[src/rtl/display_pkg.sv]
// rtl/display_pkg.sv - shared constants for the 8-digit status display
package display_pkg;

  localparam int NUM_DIGITS = 8;

  // Active-low segment patterns, bit order {g,f,e,d,c,b,a}
  localparam logic [6:0] SEG_BLANK = 7'h7F;
  localparam logic [6:0] SEG_0 = 7'b1000000;
  localparam logic [6:0] SEG_1 = 7'b1111001;
  localparam logic [6:0] SEG_2 = 7'b0100100;
  localparam logic [6:0] SEG_3 = 7'b0110000;
  localparam logic [6:0] SEG_4 = 7'b0011001;
  localparam logic [6:0] SEG_5 = 7'b0010010;
  localparam logic [6:0] SEG_6 = 7'b0000010;
  localparam logic [6:0] SEG_7 = 7'b1111000;
  localparam logic [6:0] SEG_8 = 7'b0000000;
  localparam logic [6:0] SEG_9 = 7'b0010000;
  localparam logic [6:0] SEG_A = 7'b0001000;
  localparam logic [6:0] SEG_B = 7'b0000011;
  localparam logic [6:0] SEG_C = 7'b1000110;
  localparam logic [6:0] SEG_D = 7'b0100001;
  localparam logic [6:0] SEG_E = 7'b0000110;
  localparam logic [6:0] SEG_F = 7'b0001110;

  // Digit roles by scan index; index 0 is the rightmost digit
  localparam logic [2:0] IDX_NIB0   = 3'd0;
  localparam logic [2:0] IDX_NIB1   = 3'd1;
  localparam logic [2:0] IDX_NIB2   = 3'd2;
  localparam logic [2:0] IDX_NIB3   = 3'd3;
  localparam logic [2:0] IDX_STATUS = 3'd4;
  localparam logic [2:0] IDX_LAST   = 3'd7;

endpackage

[src/rtl/hex_to_7seg.sv]
// rtl/hex_to_7seg.sv - combinational hex nibble to active-low 7-segment decoder
module hex_to_7seg
  import display_pkg::*;
(
  input  logic [3:0] nibble,
  input  logic       blank,
  output logic [6:0] segments
);

  // Table lookup; blank overrides the nibble entirely
  always_comb begin
    segments = SEG_BLANK;
    if (!blank) begin
      case (nibble)
        4'h0: segments = SEG_0;
        4'h1: segments = SEG_1;
        4'h2: segments = SEG_2;
        4'h3: segments = SEG_3;
        4'h4: segments = SEG_4;
        4'h5: segments = SEG_5;
        4'h6: segments = SEG_6;
        4'h7: segments = SEG_7;
        4'h8: segments = SEG_8;
        4'h9: segments = SEG_9;
        4'hA: segments = SEG_A;
        4'hB: segments = SEG_B;
        4'hC: segments = SEG_C;
        4'hD: segments = SEG_D;
        4'hE: segments = SEG_E;
        default: segments = SEG_F;
      endcase
    end
  end

endmodule

[src/rtl/seven_seg_status_display.sv]
// rtl/seven_seg_status_display.sv - time-multiplexed ALU value/flags/status display
module seven_seg_status_display
  import display_pkg::*;
#(
  parameter int REFRESH_DIV = 12500,
  parameter bit BLANK_ZEROS = 1'b1
) (
  input  logic        clk,
  input  logic        resetN,
  input  logic [15:0] Value,
  input  logic [3:0]  Flags,
  input  logic [2:0]  Status,
  output logic [6:0]  Segments,
  output logic        DP,
  output logic [7:0]  Anodes,
  output logic        FrameTick
);

  localparam int PW = (REFRESH_DIV > 1) ? $clog2(REFRESH_DIV) : 1;
  localparam logic [PW-1:0] PRE_LAST = PW'(REFRESH_DIV - 1);

  logic [PW-1:0] prescale;
  logic [2:0]    idx;
  logic [15:0]   value_sh;
  logic [3:0]    flags_sh;
  logic [2:0]    status_sh;
  logic          term;
  logic          frame_load;
  logic [15:0]   value_shifted;
  logic [3:0]    nibble;
  logic          blank;
  logic [6:0]    seg_next;
  logic          dp_next;
  logic [7:0]    anodes_next;

  assign term       = (prescale == PRE_LAST);
  assign frame_load = term && (idx == IDX_LAST);
  assign FrameTick  = frame_load;

  // Prescaler and scan index: the index steps once per digit period
  always_ff @(posedge clk or negedge resetN) begin
    if (!resetN) begin
      prescale <= '0;
      idx      <= '0;
    end else if (term) begin
      prescale <= '0;
      idx      <= idx + 3'd1;
    end else begin
      prescale <= prescale + PW'(1);
    end
  end

  // Frame snapshot: inputs are captured only at the end of the last digit
  always_ff @(posedge clk or negedge resetN) begin
    if (!resetN) begin
      value_sh  <= '0;
      flags_sh  <= '0;
      status_sh <= '0;
    end else if (frame_load) begin
      value_sh  <= Value;
      flags_sh  <= Flags;
      status_sh <= Status;
    end
  end

  assign value_shifted = value_sh >> {idx[1:0], 2'b00};

  // Digit content select, leading-zero suppression and decimal point map
  always_comb begin
    nibble      = 4'h0;
    blank       = 1'b1;
    dp_next     = 1'b1;
    anodes_next = ~(8'b1 << idx);
    case (idx)
      IDX_NIB0: begin
        nibble = value_shifted[3:0];
        blank  = 1'b0;
      end
      IDX_NIB1, IDX_NIB2, IDX_NIB3: begin
        nibble = value_shifted[3:0];
        blank  = BLANK_ZEROS && (value_shifted == 16'h0000);
      end
      IDX_STATUS: begin
        nibble  = {1'b0, status_sh};
        blank   = 1'b0;
        dp_next = ~flags_sh[0];
      end
      default: begin
        // idx5..7 carry only decimal points: C, Z, N
        dp_next = ~flags_sh[idx[1:0]];
      end
    endcase
  end

  hex_to_7seg u_hex_to_7seg (
    .nibble   (nibble),
    .blank    (blank),
    .segments (seg_next)
  );

  // Registered pin drivers; reset forces every digit dark
  always_ff @(posedge clk or negedge resetN) begin
    if (!resetN) begin
      Anodes   <= 8'hFF;
      Segments <= SEG_BLANK;
      DP       <= 1'b1;
    end else begin
      Anodes   <= anodes_next;
      Segments <= seg_next;
      DP       <= dp_next;
    end
  end

endmodule
[config.mk]
export PLATFORM = sky130hd
export DESIGN_NAME = seven_seg_status_display
export DESIGN_NICKNAME = d
export VERILOG_FILES = /design/src/rtl/display_pkg.sv /design/src/rtl/hex_to_7seg.sv /design/src/rtl/seven_seg_status_display.sv
export SDC_FILE = /design/constraint.sdc
export NUM_CORES = 1
export LEC_CHECK = 0
export ABC_AREA = 1
export BUFFER_PORTS_ARGS = -buffer_cell sky130_fd_sc_hd__buf_2
export CORE_MARGIN = 10
export CORE_UTILIZATION = 40
export DETAILED_ROUTE_END_ITERATION = 8
export SKIP_LAST_GASP = 1
export SLEW_MARGIN = 20
export SYNTH_ARGS = -nofsm -noshare
export SYNTH_HDL_FRONTEND = slang
export SYNTH_SLANG_ARGS = --single-unit
[constraint.sdc]
create_clock -name clk -period 3.11 [get_ports clk]
set_input_delay 0.622 -clock clk [delete_from_list [all_inputs] [get_ports clk]]
set_output_delay 0.622 -clock clk [all_outputs]
set_load 0.02 [all_outputs]
Yosys cells after proc, flatten, opt, wreduce, memory -nomap -nowiden
Memory sizes are Yosys's and may differ from the RTL's.
Cells that the tools add are included.
- register bits: 56
- memory bits (read-only): 112
- bits of input ports: 25
- output and inout bits: 17
- logic and storage cells: 36
- memories kept: 1
- add/subtract/negate cells: 2
- order comparisons: 1
- equal/unequal tests: 6
- shifts and indexed selects: 2
- multiplexer cells: 7
- bitwise gates (word level): 3
- reductions and logical operators: 6
- memories (memory ; depth ; bits a word ; rd ports ; clocked after Yosys merged registers in ; write ports ; line ; source):
    (no name shown) ; 16 ; 7 ; 1 ; 0 ; 0 ; hex_to_7seg.sv:14 ; case (nibble)
- operators with widths (kind ; number):
    16-bit logical NOT ; 1
    16-bit by 4-bit >> shifter with 16-bit output ; 1
    14-bit by 1-bit adder with 14-bit output, second input constant ; 1
    14-bit equality test, second input constant ; 1
    14-bit 2-to-1 mux ; 1
    8-bit NOT ; 1
    4-bit one-hot mux with 2 select lines ; 1
    1-bit by 3-bit << shifter with 8-bit output, first input constant ; 1
    7-bit 2-to-1 mux ; 1
    3-bit by 2-bit equality test with 1-bit output, second input constant ; 2
    3-bit equality test, second input constant ; 2
    1-bit one-hot mux with 2 select lines ; 2
    4-bit OR reduction ; 1
    3-bit by 1-bit adder with 3-bit output, second input constant ; 1
    3-bit by 1-bit equality test with 1-bit output, second input constant ; 1
    3-bit logical NOT ; 1
    2-bit by 3-bit < comparator with 1-bit output, second input constant ; 1
    3-bit OR reduction ; 1
    1-bit binary-select mux with 2-bit select ; 1
    1-bit NOT ; 2
    2-bit OR reduction ; 1
    1-bit logical AND ; 1
    1-bit 2-to-1 mux ; 1

Logic depth before layout (Yosys ltp)
An unclocked memory read counts as a cell.
- depth in word-level cells: 5
- mapped depth: 15
- gate-level depth less buffers: 14

Cells and area by module
A second synthesis with hierarchy kept.
- cells, all modules: 363
- area, all modules: 2950.3 um2
- modules (own cells, without submodules) (module ; instances ; cells each ; area an instance (um2) ; sequential area each (um2)):
    seven_seg_status_display ; 1 ; 312 ; 2657.5 ; 1421.4
    hex_to_7seg ; 1 ; 51 ; 292.8 ; 0.0

Worst setup path before layout
Ideal clock, no wire load.
- path kind: reg2reg
- start: reg idx[0]
- end: reg Segments[3]
- setup time: 0.085 ns
- data arrival time: 2.100 ns
- data required time: 3.025 ns
- setup slack: 0.925 ns
- cell stages (with the launch flop): 15
- path buffers: 1
- period minus slack after synthesis: 2.185 ns
- cell sequence: dfrtp_1 > inv_1 > buf_4 > ha_1 > nand2_1 > nand2_1 > nor2_1 > nor2_1 > nor2_1 > inv_1 > ha_1 > inv_1 > nand2_1 > nand3_1 > nand3_1
- longest elaborated chain between the ends: 5
- elaborated cells on any way between the ends: 14
- classes of those cells: eq/ne: 4; shift: 1; mux: 3; reduce/logical: 5; memory: 1
- ends and longest elaborated chain (element ; line ; source):
    start, declared ; seven_seg_status_display.sv:23 ; logic [2:0] idx;
    start signal, assigned ; seven_seg_status_display.sv:47 ; idx <= idx + 3'd1;
    parallel branches: the longest is 4 deep, another holds memory 16 x 7 bit ; -- ;
    7-bit 2-to-1 mux * ; hex_to_7seg.sv:13 ; if (!blank) begin
    net seg_next[3] ; seven_seg_status_display.sv:32 ; logic [6:0] seg_next;
    end signal, assigned ; seven_seg_status_display.sv:109 ; Segments <= seg_next;
    end, declared ; seven_seg_status_display.sv:13 ; output logic [6:0] Segments,
Mark *: on every way through the listed nets, which the timed path passes.
A chain may end at the register's enable or synchronous reset.

Worst setup path in the final report
Same ends and word-level chain as after synthesis.

==> flow_summary.json <==
{
  "status": "complete, no violations",
  "endpoint_kind": "register",
  "cts_hold_buf": 0,
  "p_leak_uw": 0.00167,
  "cap_violations": 0,
  "timing_worst_setup_path_type": "register to register",
  "dieArea_um2": 11100,
  "ys_warn_count": 0,
  "drc_errors": 0,
  "track_usage_pct": 11.0,
  "rsz0062_at_grt": "no",
  "root_buffer": "clkbuf_8",
  "place_ws_ps": 557,
  "yosysMostFrequentCell": "nand2_1",
  "fp.dieH_um": 105,
  "wl_per_cell_um": 12.0,
  "cts_tree": "built",
  "clk_pin_slew_ps": 100,
  "start_util_pct": 40.5,
  "async_reset_ff_share_pct": 100,
  "final_util_pct": 46.5,
  "ios": 42,
  "setup_viol": 0,
  "synth_fp_nets": 398,
  "synth_area_leaders": "dfrtp_1 (34%), nand2_1 (17%), dfstp_2 (14%), ha_1 (5.6%), inv_1 (5.3%)",
  "clock_skew_ps": 4.25,
  "synth-seq-cells": 56,
  "portBuffers": 41,
  "setup_tns_ps": 0,
  "htree_levels": 2,
  "slew_headroom_pct": 72.5,
  "layout-drive-gt1-share_pct": 19.9,
  "grt_max_degree": 36,
  "fin_crit_sh_pct": 83.0,
  "required_ps": 3340,
  "yosysTopAreaCellShare_pct": 34.4,
  "yosysUniqueCellTypes": 30,
  "worst-path-max-fanout": 13,
  "ys_seq_area_share_pct": 48.9,
  "synthFlopType": "dfrtp_1",
  "die_w_um": 105,
  "min_path_type": "input pin to asynchronous set/reset pin",
  "finalMaxSlewViolations": 0,
  "syn_area_um2": 2910,
  "powerDensity_nw_per_um2": 380,
  "drt_iter0_drc": 81,
  "synth_edf_count": 0,
  "synth_common_cells": "nand2_1 (131), inv_1 (41), dfrtp_1 (40), nand3_1 (27), nor2_1 (22)",
  "cts_buffers": 5,
  "power.total_uw": 1270,
  "post-cts-setup-buffers": 0,
  "synth_top_area_cell": "dfrtp_1",
  "grt_pass1_wl_um": 10400,
  "critPathLaunchType": "register",
  "period_needed_ps": 2580,
  "critPathArrivalTime_ps": 2810,
  "reg2reg_depth": 13,
  "r2r_end": "Segments[3]",
  "num_antenna_cells": 0,
  "gp_congestion": 0.871,
  "netlist_instances": 360,
  "routed-via-count": 2380,
  "grt_pass1_vias": 2284,
  "regToRegSetupSlack_ps": 530,
  "first_pass_iters": 4,
  "drt-vias-per-instance": 4.70,
  "worstMarginPinSlew_ps": 412,
  "wl_um": 6050,
  "fin_ws_ps": 530,
  "hold_slack_ps": 396,
  "hpwlAfterDp_um": 4750,
  "grt_overflow": 0,
  "antenna_left": 0,
  "fmax_ghz": 0.388,
  "grt_antenna_before_repair": 0,
  "clk_path_buf_depth": 2,
  "hold_viol": 0,
  "area_delta_synth_final_pct": 14.9,
  "core_area_um2": 7180,
  "clock_latency_ps": 310,
  "syn_avg_cell_area_um2": 8.07,
  "r2r-start": "idx[0]",
  "final_nets": 444,
  "rows": 31,
  "cts_resized": 0,
  "vdd_drop_max_mv": 0.176,
  "clock_sinks": 56
}
==> cells by family after synthesis <==
kind of cell / share of synthesized area (%)
flops: 48.9
xor+xnor: 1.51
simple gates: 30.0
compound gates: 6.46
fa+ha+maj: 5.60
buf+inv: 7.53
==> critical path, stage by stage (launching register included) <==
cell,delay (ps)
dfrtp_1,600
inv_1,160
ha_1,280
nand2_1,110
nand2_1,70
nor2_1,150
nor2_1,70
nor2_1,320
inv_1,150
ha_1,310
inv_1,50
nand2_1,60
nand3_1,90
nand3_1,80
==> stage by stage <==
step           cell area [um^2]  cells
6_report                   3340    506
4_1_cts                    3340    506
5_1_grt                    3340    506
3_3_place_gp               3210    498
2_1_floorplan              2910    360
3_5_place_dp               3210    498
==> metal layers <==
layer  track usage [%]  share of wire (%)  vias up
met3              3.11                4.3        6
li1                  -                  -     1225
met2              16.7                 44       43
met5                 0                  0        -
met1              14.9                 51     1106
met4              3.24                1.2        0
==> registers in the layout (all words and copies together), names as in the netlist <==
signal and cells:
value_sh 16, prescale 14, Anodes 8, Segments 7
flags_sh 4, idx 3, status_sh 3, DP 1
==> layout make-up <==
| class | instances | area, um^2 |
|---|---|---|
| sequential | 56 | 1420 |
| timing repair buffer | 45 | 235 |
| fill | 724 | 3840 |
| clock inverter | 1 | 30.0 |
| inverter | 44 | 165 |
| multi-input combinational | 254 | 1270 |
| tap | 99 | 124 |
| clock buffer | 7 | 96.3 |
==> worst max-delay path by stage <==
stage | start | endpoint | depth (start not counted)
detailed placement | idx[0] | Segments[3] | 13
global route | idx[0] | Segments[3] | 13
CTS | idx[0] | Segments[3] | 13
global placement | idx[0] | Segments[3] | 13
finish | idx[0] | Segments[3] | 13
floorplan | idx[0] | Segments[3] | 14
==> report_power, final <==
group	leakage [uW]	total (uW)	internal [uW]	switching (uW)
registers	0.000592	729	729	0
logic	0.00101	29.1	12.0	17.2
clock network	0.0000645	512	284	227
==> cells in the final DEF, fill, tap and decap left out, drive strengths merged <==
cell    Yosys  final
clkbuf      0      7
or2         1      1
dfstp      16     16
bufinv      0      1
nand2     133    133
o21ai      20     20
nand4       5      5
nand3      29     29
o21bai      1      1
inv        43     43
ha         13     13
nor4        4      4
clkinv      1      1
xor2        3      3
o221ai      1      1
nor3        7      7
o211ai      1      1
buf         6     45
nand3b      2      2
nor2       23     23
xnor2       2      2
dfrtp      40     40
a21oi       9      9
Note: power is estimated with default switching activity, not from simulation.
